### src/rtl/alu_core_pkg.sv
// Shared constants for the 6502-style ALU: data width, opcodes, status bit positions.
package alu_core_pkg;

  localparam int unsigned REG_WIDTH = 8;

  // Operation codes driven by the decoder; anything not listed behaves as NOP.
  localparam logic [7:0] ALU_NOP  = 8'h00;
  localparam logic [7:0] ALU_ADC  = 8'h01;
  localparam logic [7:0] ALU_SBC  = 8'h02;
  localparam logic [7:0] ALU_AND  = 8'h03;
  localparam logic [7:0] ALU_ORA  = 8'h04;
  localparam logic [7:0] ALU_EOR  = 8'h05;
  localparam logic [7:0] ALU_ASL  = 8'h06;
  localparam logic [7:0] ALU_LSR  = 8'h07;
  localparam logic [7:0] ALU_ROL  = 8'h08;
  localparam logic [7:0] ALU_ROR  = 8'h09;
  localparam logic [7:0] ALU_INC  = 8'h0A;
  localparam logic [7:0] ALU_DEC  = 8'h0B;
  localparam logic [7:0] ALU_CMP  = 8'h0C;
  localparam logic [7:0] ALU_BIT  = 8'h0D;
  localparam logic [7:0] ALU_PASS = 8'h0E;

  // Status register bit positions (bit 5 unused).
  localparam int unsigned CARRY = 0;
  localparam int unsigned ZERO  = 1;
  localparam int unsigned IRQ   = 2;
  localparam int unsigned DEC   = 3;
  localparam int unsigned BRK   = 4;
  localparam int unsigned OVER  = 6;
  localparam int unsigned NEG   = 7;

endpackage

### src/rtl/alu_comb.sv
// Combinational ALU datapath: result and next status from func/a/b/status_in.
module alu_comb
  import alu_core_pkg::*;
(
  input  logic [7:0]           func,
  input  logic [7:0]           status_in,
  input  logic [REG_WIDTH-1:0] a,
  input  logic [REG_WIDTH-1:0] b,
  output logic [REG_WIDTH-1:0] result,
  output logic [7:0]           next_status,
  output logic                 valid
);

  localparam logic [REG_WIDTH-1:0] One = {{(REG_WIDTH - 1){1'b0}}, 1'b1};

  logic                 c_in;
  logic [REG_WIDTH:0]   sum;
  logic [REG_WIDTH:0]   c_ext;

  assign c_in  = status_in[CARRY];
  assign c_ext = {{REG_WIDTH{1'b0}}, c_in};

  // Decode func and compute result plus flags; untouched flags (incl. I/D/B/bit 5) pass through.
  always_comb begin
    sum         = '0;
    result      = '0;
    next_status = status_in;
    valid       = 1'b1;
    case (func)
      ALU_ADC: begin
        sum                = {1'b0, a} + {1'b0, b} + c_ext;
        result             = sum[REG_WIDTH-1:0];
        next_status[CARRY] = sum[REG_WIDTH];
        next_status[OVER]  = ~(a[REG_WIDTH-1] ^ b[REG_WIDTH-1]) &
                             (a[REG_WIDTH-1] ^ result[REG_WIDTH-1]);
      end
      ALU_SBC: begin
        sum                = {1'b0, a} + {1'b0, ~b} + c_ext;
        result             = sum[REG_WIDTH-1:0];
        next_status[CARRY] = sum[REG_WIDTH];
        next_status[OVER]  = (a[REG_WIDTH-1] ^ b[REG_WIDTH-1]) &
                             (a[REG_WIDTH-1] ^ result[REG_WIDTH-1]);
      end
      ALU_AND: result = a & b;
      ALU_ORA: result = a | b;
      ALU_EOR: result = a ^ b;
      ALU_ASL: begin
        result             = {a[REG_WIDTH-2:0], 1'b0};
        next_status[CARRY] = a[REG_WIDTH-1];
      end
      ALU_LSR: begin
        result             = {1'b0, a[REG_WIDTH-1:1]};
        next_status[CARRY] = a[0];
      end
      ALU_ROL: begin
        result             = {a[REG_WIDTH-2:0], c_in};
        next_status[CARRY] = a[REG_WIDTH-1];
      end
      ALU_ROR: begin
        result             = {c_in, a[REG_WIDTH-1:1]};
        next_status[CARRY] = a[0];
      end
      ALU_INC: result = a + One;
      ALU_DEC: result = a - One;
      ALU_CMP: begin
        // a + ~b + 1: carry out is set exactly when a >= b unsigned.
        sum                = {1'b0, a} + {1'b0, ~b} + {{REG_WIDTH{1'b0}}, 1'b1};
        result             = sum[REG_WIDTH-1:0];
        next_status[CARRY] = sum[REG_WIDTH];
      end
      ALU_BIT: begin
        result            = a & b;
        next_status[OVER] = b[REG_WIDTH-2];
      end
      ALU_PASS: result = a;
      default: valid = 1'b0;
    endcase

    if (valid) begin
      next_status[ZERO] = (result == '0);
      // BIT reports the memory operand's top bit rather than the result's.
      next_status[NEG]  = (func == ALU_BIT) ? b[REG_WIDTH-1] : result[REG_WIDTH-1];
    end
  end

endmodule

### src/rtl/alu_core.sv
// Registered ALU: one operation per valid func cycle, with a one-cycle done pulse.
module alu_core
  import alu_core_pkg::*;
(
  input  logic                 clk,
  input  logic                 reset_n,
  input  logic [7:0]           func,
  input  logic [7:0]           status_in,
  input  logic [REG_WIDTH-1:0] a,
  input  logic [REG_WIDTH-1:0] b,
  output logic [REG_WIDTH-1:0] dout,
  output logic                 wout,
  output logic [7:0]           status_out
);

  logic [REG_WIDTH-1:0] result;
  logic [7:0]           next_status;
  logic                 valid;

  alu_comb u_alu_comb (
    .func        (func),
    .status_in   (status_in),
    .a           (a),
    .b           (b),
    .result      (result),
    .next_status (next_status),
    .valid       (valid)
  );

  // Capture result/flags on valid ops; NOP holds them. Reset wins over any func.
  always_ff @(posedge clk) begin
    if (!reset_n) begin
      dout       <= '0;
      status_out <= '0;
      wout       <= 1'b0;
    end else begin
      wout <= valid;
      if (valid) begin
        dout       <= result;
        status_out <= next_status;
      end
    end
  end

endmodule

### config.mk
export PLATFORM = sky130hd
export DESIGN_NAME = alu_core
export DESIGN_NICKNAME = d
export VERILOG_FILES = /design/src/rtl/alu_core_pkg.sv /design/src/rtl/alu_comb.sv /design/src/rtl/alu_core.sv
export SDC_FILE = /design/constraint.sdc
export NUM_CORES = 1
export LEC_CHECK = 0
export ABC_CLOCK_PERIOD_IN_PS = 5700
export BUFFER_PORTS_ARGS = -buffer_cell sky130_fd_sc_hd__buf_2
export CAP_MARGIN = 20
export CORE_MARGIN = 10
export CORE_UTILIZATION = 40
export CTS_BUF_LIST = sky130_fd_sc_hd__clkbuf_2
export CTS_CLUSTER_SIZE = 10
export DETAILED_ROUTE_END_ITERATION = 10
export GPL_TIMING_DRIVEN = 0
export HOLD_SLACK_MARGIN = 0.06
export PLACE_DENSITY_LB_ADDON = 0.08
export SLEW_MARGIN = 20
export SYNTH_ARGS = -nofsm -noshare
export SYNTH_HDL_FRONTEND = slang
export SYNTH_HIERARCHICAL = 1
export SYNTH_SLANG_ARGS = --single-unit
### constraint.sdc
create_clock -name clk -period 5.7 [get_ports clk]
set_input_delay 1.14 -clock clk [delete_from_list [all_inputs] [get_ports clk]]
set_output_delay 1.14 -clock clk [all_outputs]
set_load 0.01 [all_outputs]
== Yosys cells after proc, flatten, opt, wreduce, memory -nomap -nowiden ==
Index checks and enable logic that the tools add are counted.

* Bits in registers: 17
* Bits in latches: 0
* RAM bits: 0
* Memory bits (read-only): 0
* Bits of input ports: 34
* Output and inout port bits: 17
* Memories kept: 0

* Add/subtract/negate cells: 7
* $mul: 0
* Div/mod/pow operators: 0
* Order comparisons: 0
* Equal/unequal tests: 14
* Shift operators: 0
* Mux-type cells: 5
* Bitwise gates (word level): 10
* Reduce and logical (&&, ||, !) cells: 5

{| class="wikitable"
|+ Operator list
! operator !! count
|-
| $pmux W8 S13 || 1
|-
| $eq A8 B4 Y1 const B || 7
|-
| $eq A8 B3 Y1 const B || 4
|-
| $add A8 B8 Y9 || 2
|-
| $add A9 B1 Y9 || 2
|-
| $eq A8 B2 Y1 const B || 2
|-
| $reduce_or A14 Y1 || 1
|-
| $add A9 B1 Y9 const B || 1
|-
| $add A8 B1 Y8 const B || 1
|-
| $and A8 B8 Y8 || 1
|-
| $eq A8 B1 Y1 const B || 1
|-
| $logic_not A8 Y1 || 1
|-
| $not A8 Y8 || 1
|-
| $or A8 B8 Y8 || 1
|-
| $sub A8 B1 Y8 const B || 1
|-
| $xor A8 B8 Y8 || 1
|-
| $reduce_or A2 Y1 || 3
|-
| $pmux W1 S5 || 1
|-
| $pmux W1 S3 || 1
|-
| $xor A1 B1 Y1 || 3
|-
| $and A1 B1 Y1 || 2
|-
| $mux W1 || 2
|-
| $not A1 Y1 || 1
|}

== Depth between registers and ports, before layout ==
Gate-level depths: netlist of run 1.

* Depth after elaboration: 6
* Gate-level depth with buffers: 16
* Gate-level depth less buffers: 15

== Modules after synthesis ==
The synthesis of run 1 kept the hierarchy.

{| class="wikitable"
|+ By module, submodules not included
! module !! instances !! cells an instance !! area an instance (sq um) !! sequential area each (sq um)
|-
| alu_comb || 1 || 357 || 2482.4 || 0.0
|-
| alu_core || 1 || 53 || 643.1 || 340.3
|}

== Worst setup path before layout of run 1 ==
Ideal clock, no wire load.

* Kind: input to register
* Start point: input port func[7]
* End point: register status_out[1]
* Library setup time: 65 ps
* Data arrival time: 4905 ps
* Required time: 5635 ps
* Slack: 730 ps
* Stages: 16
* Path buffers: 1
* Cell sequence: nor4_1 -> and3_1 -> clkbuf_1 -> inv_1 -> nor2_1 -> ha_1 -> a21o_1 -> a211o_1 -> a32oi_1 -> o31ai_1 -> or4_1 -> or4_1 -> o31a_1 -> nor4_2 -> mux2i_1 -> nor2b_1

* Word-level cells in the longest chain between the ends: 4

{| class="wikitable"
|+ RTL lines
! element !! line !! source
|-
| start: declaration || alu_core.sv:7 || <nowiki>input logic [7:0] func,</nowiki>
|-
| $eq A8 B2 Y1 or $eq A8 B4 Y1 (tied branches) || alu_comb.sv:29 || <nowiki>case (func)</nowiki>
|-
| $reduce_or A2 Y1 (no source line) || -- ||
|-
| $pmux W8 S13 * || alu_comb.sv:29 ||
|-
| via result[3] || alu_core.sv:16 || <nowiki>logic [REG_WIDTH-1:0] result;</nowiki>
|-
| $logic_not A8 Y1 * || alu_comb.sv:80 || <nowiki>next_status[ZERO] = (result == '0);</nowiki>
|-
| via next_status[1] || alu_core.sv:17 || <nowiki>logic [7:0] next_status;</nowiki>
|-
| end signal: assignment || alu_core.sv:40 || <nowiki>status_out <= next_status;</nowiki>
|-
| end: declaration || alu_core.sv:13 || <nowiki>output logic [7:0] status_out</nowiki>
|}

The timed path passes the listed nets; every way through them passes the cells marked *.
A chain may end at the register's enable or synchronous reset.

== Worst setup path in the final report of run 1 ==
Ends and elaborated chain as after synthesis.

==> flow_summary.toml, run 1 <==
[power]
p_int_w = 0.000232
p_switching_w = 0.000186
p_leak_nw = 1.52
power_frac_seq_pct = 28.9
p_sw_share_pct = 44.4
p_per_area_mw_per_mm2 = 119
clkPwrFrac_pct = 12.9
vdd_drop_max_v = 0.0000504
pwr-share-comb_pct = 58.2

[sta]
report.final.slew_viol_count = 0
grt_setup_unrepaired = "false"
period_needed_ps = 5260
max_freq_mhz = 190
setup_ws_ps = 442
tightest_slew_ps = 1120
setup_tns_ps = 0
timing.final.crit_share_pct = 92.2
setup_violations = 0
relSlewSlack_pct = 24.5
hold_viol = 0
clock_skew_ps = 0

[detailed_routing]
met1_length_mm = 4.82
drt_wl_total_mm = 10.3
dr_wl_met2_mm = 4.47
post_drt_wl_per_cell_um = 18.4
post-route-drc-count = 0
viasPerCell = 5.79
route.met3.wl_um = 738
maxUsedRoutingLayer = "met4"
antenna_left = 0
drt_iter0_drc = 384
firstDrtPassIters = 5
via_count = 3247

[worst_setup_path]
critPathLaunchType = "input port"
critPathKind = "input port to register"
cp_data_arrival_time_ps = 5500
cp_top_family = "simple AND/OR/NAND/NOR gates"
slowest_delay_ps = 550
path_max_fanout = 7
cp_cell_sequence = "buf_2, nor4_2, and3_1, clkbuf_1, inv_1, nor2_2, ha_1, a21o_1, a211o_1, a32oi_1, o31ai_1, or4_1, or4_1, o31a_1, nor4_2, mux2i_1, nor2b_1"
crit_buf_inv = 3
endpoint_kind = "register"
required_ps = 5940
crit_path_top_delay_cell = "or4_1"

[placement]
dp.final_hpwl_mm = 8.47
gp_congestion = 0.941
io_buffers = 45
dp_slack_ps = -243
place_inst = 557

[die]
ios = 51
start_util_pct = 40.9
die_x_um = 108
coreArea_mm2 = 0.00765
fp.dieH_um = 108
rows = 32
fp.dieArea_mm2 = 0.0117

[clocking]
clock_sinks = 17
postCtsHoldBufs = 0
cts_buffers = 3
root_buffer = "clkbuf_2"
cts_tree = "built"
clk_pin_slew_ps = 170
cts_setup_buffers = 0
h-tree-depth = 1
clock_latency_ps = 300
clk_path_buf_depth = 2
cts_resized = 0

[synthesis]
yosysWarningCount = 6
synth.area.top_cells = "ha_1 (13%), dfxtp_1 (11%), mux2i_1 (6.4%)"
synth_nets = 481
synth_top_cell_area_share_pct = 13.2
netlist_area_mm2 = 0.00313
syn_inst = 410
ys_seq_elements = 17
synth.distinct_cells = 70
syn_area_per_cell_um2 = 7.62
synth_edf_count = 0
synth_ff_type = "dfxtp_1"
yosysSeqAreaShare_pct = 10.9
async_flop_share_pct = 0
yosysTopAreaCell = "ha_1"

[global_route]
grt_overflow_total = 0
antenna_found_initial = 0
grt.total_usage_pct = 17.2
grt_pass1_vias = 3104
grt_max_degree = 11
grt_pass1_wl_mm = 16.3

[final_layout]
layout-drive-gt1-share_pct = 16.8
stdcell_count = 561
fill_cells = 818
utilization_pct = 45.9
antenna_cells = 0
final_common_cell = "buf_2"
layout.nets = 531
area_growth_pct = 12.2
mostFrequentLayoutCells = "buf_2 (48), ha_1 (33), inv_1 (32), nand2_1 (24), nor2b_1 (22)"

[hold_path]
holdCritPathClass = "register to register"

[run_status]
status = "complete, no violations"

[job]
max_cap_violations = 0
-- Yosys cell counts (6+ instances only) --
| cell | instances |
|---|---|
| a221oi_1 | 7 |
| dfxtp_1 | 17 |
| inv_1 | 32 |
| ha_1 | 33 |
| a21oi_1 | 20 |
| xnor2_1 | 13 |
| nor2b_1 | 22 |
| nor2_1 | 22 |
| a211oi_1 | 6 |
| nor3_1 | 10 |
| mux2i_1 | 20 |
| a31oi_1 | 6 |
| o31ai_1 | 7 |
| nand3_1 | 18 |
| o21ai_0 | 16 |
| xor2_1 | 7 |
| nand2_1 | 24 |
| clkbuf_1 | 15 |
| a211o_1 | 7 |
| or3_1 | 6 |
-- tightest hold or removal path: cells and delay by family (launching register included) --
family           cells  cell delay [ps]
DFF                  1              340
muxes                1              110
and+or+nand+nor      1               50
-- area by class of cell --
class                           count  area [µm²]  share of cell area, %
Tap cell                          102         128                   3.64
Sequential cell                    17         340                   9.70
Clock inverter                      1        5.00                  0.143
Inverter                           33         124                   3.53
Buffer                             28         163                   4.64
Clock buffer                        3        15.0                  0.428
Timing Repair Buffer               45         225                   6.42
Multi-Input combinational cell    332        2510                   71.5
-- cells by family after synthesis --
| kind of cell | count (synthesis) | share of synthesized area (%) |
|---|---|---|
| AND/OR/NAND/NOR | 138 | 24.2 |
| multiplexers | 21 | 6.77 |
| adder cells (fa/ha/maj) | 37 | 15.8 |
| XOR/XNOR | 22 | 6.85 |
| AO/OA/AOI/OAI | 114 | 26.4 |
| flip-flops | 17 | 10.9 |
| buffers and inverters | 61 | 9.17 |
-- sequential cells by signal (all words and copies together) (netlist names) --
name and flops:
wout 1, status_out 8, dout 8
-- worst paths after layout --
kind | start | end | slack [ps] | cells after the start
min | dout[1]$_SDFFE_PN0P_ | dout[1]$_SDFFE_PN0P_ | 530 | 2
max | func[7] | status_out[1]$_SDFFE_PN0P_ | 440 | 17
max reg2reg | dout[5]$_SDFFE_PN0P_ | dout[5]$_SDFFE_PN0P_ | 5080 | 2
min reg2reg | dout[1]$_SDFFE_PN0P_ | dout[1]$_SDFFE_PN0P_ | 530 | 2
-- layer usage --
layer / up-vias / track usage (%)
li1: 1601 / -
met1: 1491 / 24.1
met2: 135 / 25.8
met3: 20 / 3.15
met4: 0 / 5.46
met5: - / 0
-- power groups by stage --
stage / registers, W / logic (W) / clock network [W]
CTS: 0.000121 / 0.000240 / 0.0000587
global placement: 0.000123 / 0.000237 / 0
global route: 0.000121 / 0.000269 / 0.0000623
detailed placement: 0.000123 / 0.000239 / 0
finish: 0.000121 / 0.000243 / 0.0000539
floorplan: 0.000124 / 0.000171 / 0
-- metrics by stage --
| stage | hold slack (ps) | total power (W) | instance area [µm²] |
|---|---|---|---|
| detailed placement | 501 | 0.000362 | 3480 |
| finish | 531 | 0.000418 | 3510 |
| global placement | 489 | 0.000361 | 3480 |
| global route | 551 | 0.000452 | 3510 |
| floorplan | 538 | 0.000295 | 3130 |
| CTS | 536 | 0.000420 | 3500 |
Note: power is estimated with default switching activity, not from simulation.
==> run 2: changes to the inputs <==
Settings changed: RECOVER_POWER set to 25.
==> run 2 against run 1 <==
Against the previous run: hold slack better by 1.9 ps; global-route usage did not move; cell count unchanged; clock power is essentially flat; combinational power is essentially flat; sequential cell count stayed put; sequential power is essentially flat; clock skew stayed put; wire length increased by 0.29%; first-iteration DRC count down 7.6%.
==> flow_summary.toml, run 2 (synthesis results as in run 1) <==
[die]
fp.dieH_um = 108
start_util_pct = 40.9
fp.dieArea_mm2 = 0.0117
coreArea_mm2 = 0.00765
die_x_um = 108
ios = 51
rows = 32

[sta]
timing.final.crit_share_pct = 92.4
hold_viol = 0
hold_ws_ps = 533
setup_tns_ps = 0
max_freq_mhz = 190
tightest_slew_ps = 1160
grt_setup_unrepaired = "false"
report.final.slew_viol_count = 0
setup_violations = 0
clock_skew_ps = 0
period_needed_ps = 5260
relSlewSlack_pct = 22.0

[final_layout]
final_common_cell = "buf_2"
layout.nets = 531
top_regs = "dout x8, status_out x8, wout x1"
stdcell_area_mm2 = 0.00350
utilization_pct = 45.7
fill_cells = 822
area_growth_pct = 11.9
mostFrequentLayoutCells = "buf_2 (40), ha_1 (33), inv_1 (32), nand2_1 (24), clkbuf_1 (23)"
antenna_cells = 0
layout-drive-gt1-share_pct = 15.0
stdcell_count = 561

[detailed_routing]
firstDrtPassIters = 5
post_drt_wl_per_cell_um = 18.5
viasPerCell = 5.81
drt_iter0_drc = 355
post-route-drc-count = 0
drt_wl_total_mm = 10.4
via_count = 3257
antenna_left = 0

[placement]
place_inst = 557
place_area_mm2 = 0.00348
dp.final_hpwl_mm = 8.47
io_buffers = 45
gp_congestion = 0.941

[global_route]
antenna_found_initial = 0
grt_overflow_total = 0
grt_max_degree = 11
grt_pass1_wl_mm = 16.3
grt.total_usage_pct = 17.2
grt_pass1_vias = 3104

[hold_path]
holdCritPathClass = "register to register"

[power]
vdd_drop_max_v = 0.0000504
p_leak_nw = 1.49
p_per_area_mw_per_mm2 = 120

[worst_setup_path]
critPathKind = "input port to register"
endpoint_kind = "register"
required_ps = 5940
cp_data_arrival_time_ps = 5510
critPathLaunchType = "input port"
path_max_fanout = 7

[clocking]
cts_buffers = 3
root_buffer = "clkbuf_2"
clk_pin_slew_ps = 170
cts_setup_buffers = 0
clock_latency_ps = 300
h-tree-depth = 1
cts_tree = "built"
clock_sinks = 17
clk_path_buf_depth = 2

[job]
max_cap_violations = 0

[run_status]
status = "complete, no violations"
## run 2: worst paths after layout
path / from / slack [ps] / depth (start not counted) / to
setup reg to reg: dout[5]$_SDFFE_PN0P_ / 5080 / 2 / dout[5]$_SDFFE_PN0P_
hold / removal: dout[1]$_SDFFE_PN0P_ / 530 / 2 / dout[1]$_SDFFE_PN0P_
setup / recovery: func[7] / 440 / 17 / status_out[1]$_SDFFE_PN0P_
hold reg to reg: dout[1]$_SDFFE_PN0P_ / 530 / 2 / dout[1]$_SDFFE_PN0P_
## run 2: metal layers
layer  track usage, %  routed length, µm  up-vias
li1                 -                  -     1598
met1             24.1               4820     1502
met2             25.8               4480      137
met3             3.15                756       20
met4             5.46                299        0
met5                0                  0        -
## run 2: power by group
group	internal (W)	total (W)	switching [W]
Combinational	0.0000959	0.000244	0.000148
Clock	0.0000159	0.0000540	0.0000381
Sequential	0.000120	0.000121	0.000000615
Total	0.000232	0.000419	0.000186
## run 2: repair_timing
| item | in CTS | in global routing |
|---|---|---|
| setup endpoints to repair | 0 | 1 |
| gates resized for setup | 0 | 2 |
| hold endpoints to repair | 0 | 0 |
| hold buffers | 0 | 0 |
## run 2: cell type report
type | count | area [µm²] | area share, %
Buffer | 28 | 163 | 4.65
Clock buffer | 3 | 15.0 | 0.429
Clock inverter | 1 | 5.00 | 0.143
Inverter | 33 | 124 | 3.54
Multi-Input combinational cell | 332 | 2510 | 71.7
Sequential cell | 17 | 340 | 9.73
Tap cell | 102 | 128 | 3.65
Timing Repair Buffer | 45 | 215 | 6.15
## run 2: worst max-delay path, cell delays in order
cell and delay [ps]:
buf_2 110, nor4_2 440, and3_1 220, clkbuf_1 290
inv_1 110, nor2_2 350, ha_1 330, a21o_1 170
a211o_1 290, a32oi_1 240, o31ai_1 110, or4_1 530
or4_1 550, o31a_1 270, nor4_2 140, mux2i_1 100
nor2b_1 100
## run 2: stage by stage
step | setup WS, ps | power, W
floorplan | 730 | 0.000295
global placement | -211 | 0.000361
detailed placement | -243 | 0.000362
CTS | 100 | 0.000420
global route | 162 | 0.000452
finish | 436 | 0.000419
